### config.mk
export PLATFORM = sky130hd
export DESIGN_NAME = mmio_adder_array
export DESIGN_NICKNAME = d
export VERILOG_FILES = /design/src/rtl/ccip_if_pkg.sv /design/src/rtl/mmio_adder_array.sv
export SDC_FILE = /design/constraint.sdc
export NUM_CORES = 1
export LEC_CHECK = 0
export CORE_AREA = 2 2 512 514
export DETAILED_ROUTE_END_ITERATION = 6
export DIE_AREA = 0 0 514 516
export GPL_TIMING_DRIVEN = 0
export PLACE_DENSITY = 0.36
export SLEW_MARGIN = 20
export SYNTH_ARGS = -nofsm -noshare
export SYNTH_HDL_FRONTEND = slang
export SYNTH_SLANG_ARGS = --single-unit
export TNS_END_PERCENT = 1
### constraint.sdc
create_clock -name clock -period 5 [get_ports clock]
set_input_delay 0.5 -clock clock [delete_from_list [all_inputs] [get_ports clock]]
set_output_delay 0.5 -clock clock [all_outputs]
set_load 0.02 [all_outputs]
### src/rtl/ccip_if_pkg.sv
// Subset of the CCI-P channel types used by the MMIO-only AFU.
// It carries just the fields this block reads or drives.
package ccip_if_pkg;

    typedef logic [27:0] t_ccip_c0_RspMemHdr;

    typedef struct packed {
        logic [15:0] address;
        logic [1:0]  length;
        logic        rsvd;
        logic [8:0]  tid;
    } t_ccip_c0_ReqMmioHdr;

    typedef struct packed {
        logic [8:0] tid;
    } t_ccip_c2_RspMmioHdr;

    typedef struct packed {
        t_ccip_c0_RspMemHdr hdr;
        logic [511:0]       data;
        logic               rspValid;
        logic               mmioRdValid;
        logic               mmioWrValid;
    } t_if_ccip_c0_Rx;

    typedef struct packed {
        logic [27:0] hdr;
        logic        rspValid;
    } t_if_ccip_c1_Rx;

    typedef struct packed {
        logic           c0TxAlmFull;
        logic           c1TxAlmFull;
        t_if_ccip_c0_Rx c0;
        t_if_ccip_c1_Rx c1;
    } t_if_ccip_Rx;

    typedef struct packed {
        logic [73:0] hdr;
        logic        valid;
    } t_if_ccip_c0_Tx;

    typedef struct packed {
        logic [79:0]  hdr;
        logic [511:0] data;
        logic         valid;
    } t_if_ccip_c1_Tx;

    typedef struct packed {
        t_ccip_c2_RspMmioHdr hdr;
        logic                mmioRdValid;
        logic [63:0]         data;
    } t_if_ccip_c2_Tx;

    typedef struct packed {
        t_if_ccip_c0_Tx c0;
        t_if_ccip_c1_Tx c1;
        t_if_ccip_c2_Tx c2;
    } t_if_ccip_Tx;

endpackage

### src/rtl/mmio_adder_array.sv
// MMIO-controlled adder array: NUM_CH operand/result channels served by one
// shared add/sub/accumulate unit that walks the channels after a start write.
module mmio_adder_array
    import ccip_if_pkg::*;
#(
    parameter int           NUM_CH = 4,
    parameter int           WIDTH  = 16,
    parameter logic [127:0] AFU_ID = 128'h3f1a6c2e_9b044d7e_8a550c21_7e9db0f3
) (
    input  logic        clock,
    input  logic        reset_n,
    input  t_if_ccip_Rx rx,
    output t_if_ccip_Tx tx
);

    localparam int          IDX_W       = (NUM_CH > 1) ? $clog2(NUM_CH) : 1;
    localparam logic [15:0] ADDR_DFH    = 16'h0000;
    localparam logic [15:0] ADDR_UUID_L = 16'h0002;
    localparam logic [15:0] ADDR_UUID_H = 16'h0004;
    localparam logic [15:0] ADDR_CTRL   = 16'h0010;
    localparam logic [15:0] ADDR_STATUS = 16'h0012;

    typedef enum logic {IDLE, RUN} state_t;

    state_t               state_reg, state_next;
    logic                 busy, last_step;
    logic [IDX_W-1:0]     idx_reg;
    logic [1:0]           mode_reg;
    logic                 done_reg, ovf_reg;
    logic                 rd_valid_reg;
    logic [8:0]           rd_tid_reg;
    logic [63:0]          rd_data_reg, rd_data;
    logic [WIDTH:0]       calc;
    logic [WIDTH-1:0]     opa_arr [NUM_CH];
    logic [WIDTH-1:0]     opb_arr [NUM_CH];
    logic [WIDTH:0]       res_arr [NUM_CH];

    t_ccip_c0_ReqMmioHdr  req_hdr;
    logic [15:0]          addr;
    logic                 wr_en, rd_en, start_cmd;
    logic [WIDTH-1:0]     wr_data;
    logic                 unused_bits;

    assign req_hdr     = t_ccip_c0_ReqMmioHdr'(rx.c0.hdr);
    assign addr        = req_hdr.address;
    assign wr_en       = rx.c0.mmioWrValid;
    assign rd_en       = rx.c0.mmioRdValid;
    assign wr_data     = rx.c0.data[WIDTH-1:0];
    assign start_cmd   = wr_en && (addr == ADDR_CTRL) && rx.c0.data[0] && !busy;
    assign unused_bits = ^{rx, req_hdr};

    always_ff @(posedge clock or negedge reset_n) begin
        if (!reset_n) begin
            state_reg <= IDLE;
        end else begin
            state_reg <= state_next;
        end
    end

    always_comb begin
        state_next = state_reg;
        case (state_reg)
            IDLE:    if (start_cmd) state_next = RUN;
            RUN:     if (idx_reg == IDX_W'(NUM_CH - 1)) state_next = IDLE;
            default: state_next = IDLE;
        endcase
    end

    always_comb begin
        busy      = (state_reg == RUN);
        last_step = busy && (idx_reg == IDX_W'(NUM_CH - 1));
    end

    // Mode 11 falls through to add; the sub borrow is simply a < b.
    always_comb begin
        case (mode_reg)
            2'b01:   calc = {opa_arr[idx_reg] < opb_arr[idx_reg],
                             opa_arr[idx_reg] - opb_arr[idx_reg]};
            2'b10:   calc = {1'b0, res_arr[idx_reg][WIDTH-1:0]} + {1'b0, opa_arr[idx_reg]};
            default: calc = {1'b0, opa_arr[idx_reg]} + {1'b0, opb_arr[idx_reg]};
        endcase
    end

    always_ff @(posedge clock or negedge reset_n) begin
        if (!reset_n) begin
            idx_reg  <= '0;
            mode_reg <= 2'b00;
            done_reg <= 1'b0;
            ovf_reg  <= 1'b0;
        end else begin
            if (wr_en && (addr == ADDR_CTRL) && !busy) begin
                mode_reg <= rx.c0.data[2:1];
            end
            if (start_cmd) begin
                idx_reg  <= '0;
                done_reg <= 1'b0;
                ovf_reg  <= 1'b0;
            end else if (busy) begin
                idx_reg <= idx_reg + IDX_W'(1);
                if (calc[WIDTH]) ovf_reg <= 1'b1;
                if (last_step) done_reg <= 1'b1;
            end
        end
    end

    for (genvar gi = 0; gi < NUM_CH; gi++) begin : g_ch
        localparam logic [15:0] BASE = 16'(32 + 8 * gi);
        logic [WIDTH-1:0] opa_reg, opb_reg;
        logic [WIDTH:0]   res_reg;

        always_ff @(posedge clock or negedge reset_n) begin
            if (!reset_n) begin
                opa_reg <= '0;
                opb_reg <= '0;
                res_reg <= '0;
            end else begin
                if (wr_en && !busy && (addr == BASE))          opa_reg <= wr_data;
                if (wr_en && !busy && (addr == BASE + 16'd2))  opb_reg <= wr_data;
                if (busy && (idx_reg == IDX_W'(gi)))           res_reg <= calc;
            end
        end

        assign opa_arr[gi] = opa_reg;
        assign opb_arr[gi] = opb_reg;
        assign res_arr[gi] = res_reg;
    end

    always_comb begin
        rd_data = '0;
        case (addr)
            ADDR_DFH:    rd_data = 64'h1000_0100_0000_0000;
            ADDR_UUID_L: rd_data = AFU_ID[63:0];
            ADDR_UUID_H: rd_data = AFU_ID[127:64];
            ADDR_CTRL:   rd_data = {61'b0, mode_reg, 1'b0};
            ADDR_STATUS: rd_data = {61'b0, ovf_reg, done_reg, busy};
            default: begin
                for (int i = 0; i < NUM_CH; i++) begin
                    if (addr == 16'(32 + 8 * i))     rd_data[WIDTH-1:0] = opa_arr[i];
                    if (addr == 16'(34 + 8 * i))     rd_data[WIDTH-1:0] = opb_arr[i];
                    if (addr == 16'(36 + 8 * i))     rd_data[WIDTH:0]   = res_arr[i];
                end
            end
        endcase
    end

    // Read data is captured in the request cycle, so a same-cycle result
    // update is not yet visible to that read.
    always_ff @(posedge clock or negedge reset_n) begin
        if (!reset_n) begin
            rd_valid_reg <= 1'b0;
            rd_tid_reg   <= '0;
            rd_data_reg  <= '0;
        end else begin
            rd_valid_reg <= rd_en;
            if (rd_en) begin
                rd_tid_reg  <= req_hdr.tid;
                rd_data_reg <= rd_data;
            end
        end
    end

    always_comb begin
        tx                 = '0;
        tx.c2.mmioRdValid  = rd_valid_reg;
        tx.c2.hdr.tid      = rd_tid_reg;
        tx.c2.data         = rd_data_reg;
    end

endmodule
==> load_flow_metrics.sql <==
INSERT INTO impl_metrics (metric_group, metric, value, unit) VALUES
('status', 'result_of_the_run', 'finished, final reports clean', ''),
('timing', 'slew-limit-headroom', '24.2', '%'),
('clocking', 'tritoncts', 'done', ''),
('cells_and_area', 'area_growth_syn_to_layout', '47.8', '%'),
('power_and_ir_drop', 'p_per_area', '192', 'nW/µm²'),
('floorplan', 'num_io_pins', '1318', ''),
('timing', 'finalSetupViolCount', '0', ''),
('yosys', 'netlist-cell-type-count', '78', ''),
('place', 'buffer_ports.inserted', '106', ''),
('place', 'dp.final_hpwl', '58400', 'µm'),
('clocking', 'cts.htree.levels', '1', ''),
('yosys', 'yosys_register_bits', '235', ''),
('route', 'detailedRoute.firstPassIterationCount', '5', ''),
('grt', 'grt-ovfl-total', '0', ''),
('yosys', 'yosysWarnings', '0', ''),
('power_and_ir_drop', 'power_leakage', '13.4', 'nW'),
('floorplan', 'vertical_extent_of_the_die', '516', 'µm'),
('yosys', 'synth_most_common_cell', 'sky130_fd_sc_hd__buf_4', ''),
('yosys', 'synth_top_cells_by_count', 'sky130_fd_sc_hd__buf_4, sky130_fd_sc_hd__dfrtp_1, sky130_fd_sc_hd__mux2_2', ''),
('clocking', 'root_buffer', 'sky130_fd_sc_hd__clkbuf_16', ''),
('yosys', 'synth_area', '18900', 'µm²'),
('route', 'route.detailed.vias_per_inst', '2.40', ''),
('critical_path', 'cell_by_cell_listing_of_the_critical_path', 'clkbuf_1 > clkbuf_4 > mux4_2 > mux2_2 > ha_1 > fa_1 > a21oi_1 > o211a_1 > o21ai_0 > a211o_1 > a41o_1 > a21oi_2 > o21ai_0', ''),
('critical_path', 'worst-r2r-setup-slack', '180', 'ps'),
('timing', 'tightest_slew', '1140', 'ps'),
('timing', 'fin_crit_sh', '96.4', '%'),
('grt', 'grt_use_met3', '0.784', '%'),
('power_and_ir_drop', 'vdd_drop_max', '0.225', 'mV'),
('clocking', 'tritoncts_num_sinks', '235', ''),
('grt', 'via_count_of_the_first_global_routing_pass', '13300', ''),
('grt', 'grt_start_max_net_pins', '73', ''),
('cells_and_area', 'largest_reg_flops', '68', ''),
('critical_path', 'critical-path-top-cell-by-count', 'sky130_fd_sc_hd__o21ai_0', ''),
('critical_path', 'worst_reg2reg_path_depth', '13', ''),
('yosys', 'synth-async-reset-ratio', '100', '%'),
('grt', 'grt_antenna_before_repair', '5', ''),
('route', 'routed_wirelength', '71900', 'µm'),
('yosys', 'seq_area_frac_synth', '31.2', '%'),
('cells_and_area', 'drive_above_1_share', '36.7', '%'),
('clocking', 'clk_latency', '560', 'ps'),
('place', 'gpl.final_weighted_congestion', '0.801', ''),
('power_and_ir_drop', 'power.total', '0.00536', 'W'),
('critical_path', 'crit_slowest_cell', 'sky130_fd_sc_hd__mux4_2', ''),
('clocking', 'cts_buffers', '27', ''),
('place', 'placed_instances', '6117', ''),
('yosys', 'synth_top_cells_by_area', 'sky130_fd_sc_hd__dfrtp_1, sky130_fd_sc_hd__buf_4, sky130_fd_sc_hd__mux2_2', ''),
('route', 'first_iter_violations', '1113', ''),
('critical_path', 'r2r-start', 'idx_reg[0]', ''),
('route', 'drtAntennaViolNets', '0', ''),
('critical_path', 'end_kind', 'register', ''),
('floorplan', 'dieArea', '265000', 'µm²'),
('route', 'drcViolationCount', '0', ''),
('cells_and_area', 'finalNetCount', '3359', ''),
('critical_path', 'setup.worst_path.start_class', 'register', ''),
('grt', 'grt.busiest_layer', 'met2', ''),
('critical_path', 'arrival', '5230', 'ps'),
('floorplan', 'row_count', '187', ''),
('critical_path', 'path_class', 'register to register', ''),
('yosys', 'postSynth.topFlopCell', 'sky130_fd_sc_hd__dfrtp_1', ''),
('grt', 'track_usage', '4.98', '%'),
('yosys', 'yosysTopAreaCellShare', '31.2', '%'),
('grt', 'met1_usage', '6.47', '%'),
('critical_path', 'cp.required', '5410', 'ps'),
('grt', 'grt_pass1_wl', '98600', 'µm'),
('yosys', 'gate_count_post_synth', '1926', ''),
('route', 'wire_per_inst', '11.7', 'µm'),
('timing', 'achievable-frequency', '0.208', 'GHz'),
('timing', 'grt_setup_unrepaired', 'true', ''),
('job', 'max-cap-violations', '0', ''),
('timing', 'fin_crit', '4820', 'ps'),
('yosys', 'post-synth-top-area-cell', 'sky130_fd_sc_hd__dfrtp_1', '');
[metrics by stage]
stage	util [%]	setup TNS, ps	cell area (µm²)	hold slack, ps	setup slack [ps]
6_report	10.7	0	27900	395	182
5_1_grt	10.7	-90.1	27900	416	-38.8
4_1_cts	10.7	0	27800	389	2.13
3_5_place_dp	10.4	-7690	26800	381	-650
3_3_place_gp	10.3	-1775070	26700	469	-7510
2_1_floorplan	-	0	21400	204	944
[cells by family (layout without fill, tap and decap cells)]
logic type,count (synthesis),in the layout,share of synthesized area [%]
AOI/OAI and AO/OA,310,310,10.9
xor gates and xnor gates,19,19,0.883
adders and majority gates,38,38,2.60
buffers and inverters,814,973,30.7
DFF,235,235,31.2
muxes,208,208,15.6
other,1,683,0.0199
and+or+nand+nor,301,301,8.11
[cell type report]
cell class	count	area, µm²
well taps	3402	4260
inverters	35	131
clock inverters	13	224
repair buffers	111	1170
diodes	3	7.51
clock buffers	35	746
flip-flops and latches	235	5880
multi-input cells	1556	9770
plain buffers	779	5670
fillers	29900	231000
[cells in the final DEF, fill, tap and decap left out, drive strengths merged, types with 6 or more instances in the layout]
cell | synthesis | final
a22oi | 33 | 33
a222oi | 10 | 10
o22ai | 7 | 7
ha | 36 | 36
nand2 | 122 | 122
mux2i | 9 | 9
a221oi | 19 | 19
nand2b | 9 | 9
inv | 35 | 36
and3 | 8 | 8
nor2 | 54 | 54
a211oi | 6 | 6
o21a | 8 | 8
clkdlybuf4s50 | 0 | 105
mux4 | 48 | 48
xor2 | 6 | 6
xnor2 | 13 | 13
a21oi | 48 | 48
o21ai | 100 | 100
o31ai | 6 | 6
mux2 | 151 | 151
nor2b | 7 | 7
o211ai | 9 | 9
dfrtp | 235 | 235
bufinv | 0 | 6
nor3 | 34 | 34
or3 | 13 | 13
conb | 1 | 680
a21o | 17 | 17
o22a | 8 | 8
a31oi | 9 | 9
nand4 | 7 | 7
nor4 | 9 | 9
nand3 | 22 | 22
buf | 743 | 745
clkbuf | 36 | 73
[what timing repair did]
action	in CTS	in global routing
hold endpoints to repair	30	0
hold buffers	1	0
gates resized for setup	8	5
cloned	0	0
endpoints found under the setup margin	30	17
pin swaps	0	0
[worst max-delay path, delay by kind of cell (launching register included)]
kind / cells / cell delay (ps)
compound gates: 7 / 1860
mux: 2 / 890
buf+inv: 2 / 810
fa+ha+maj: 2 / 700
flops: 1 / 400
[power by group]
part / internal, W / total (W) / switching [W]
Clock: 0.00136 / 0.00223 / 0.000871
Sequential: 0.00192 / 0.00194 / 0.0000178
Combinational: 0.000481 / 0.00119 / 0.000710
[metal layers]
| layer | part of all wire (%) | routed length (µm) |
|---|---|---|
| met4 | 2.1 | 1530 |
| met3 | 9.1 | 6560 |
| met2 | 48 | 34400 |
| met5 | 0 | 0 |
| met1 | 41 | 29400 |
[how the worst max path moves through the flow]
stage	slack, ps	to	from	cells after the start
final	180	g_ch[2].res_reg[16]	idx_reg[0]	13
after global routing	-40	g_ch[3].res_reg[16]	idx_reg[0]	13
after CTS	2	g_ch[2].res_reg[16]	idx_reg[1]	13
after detailed placement	-650	ovf_reg	idx_reg[0]	13
after global placement	-7510	g_ch[0].opa_reg[11]	reset_n	1
after floorplan	940	g_ch[3].res_reg[14]	idx_reg[0]	12
No activity file was read; power rests on OpenSTA's default activity.
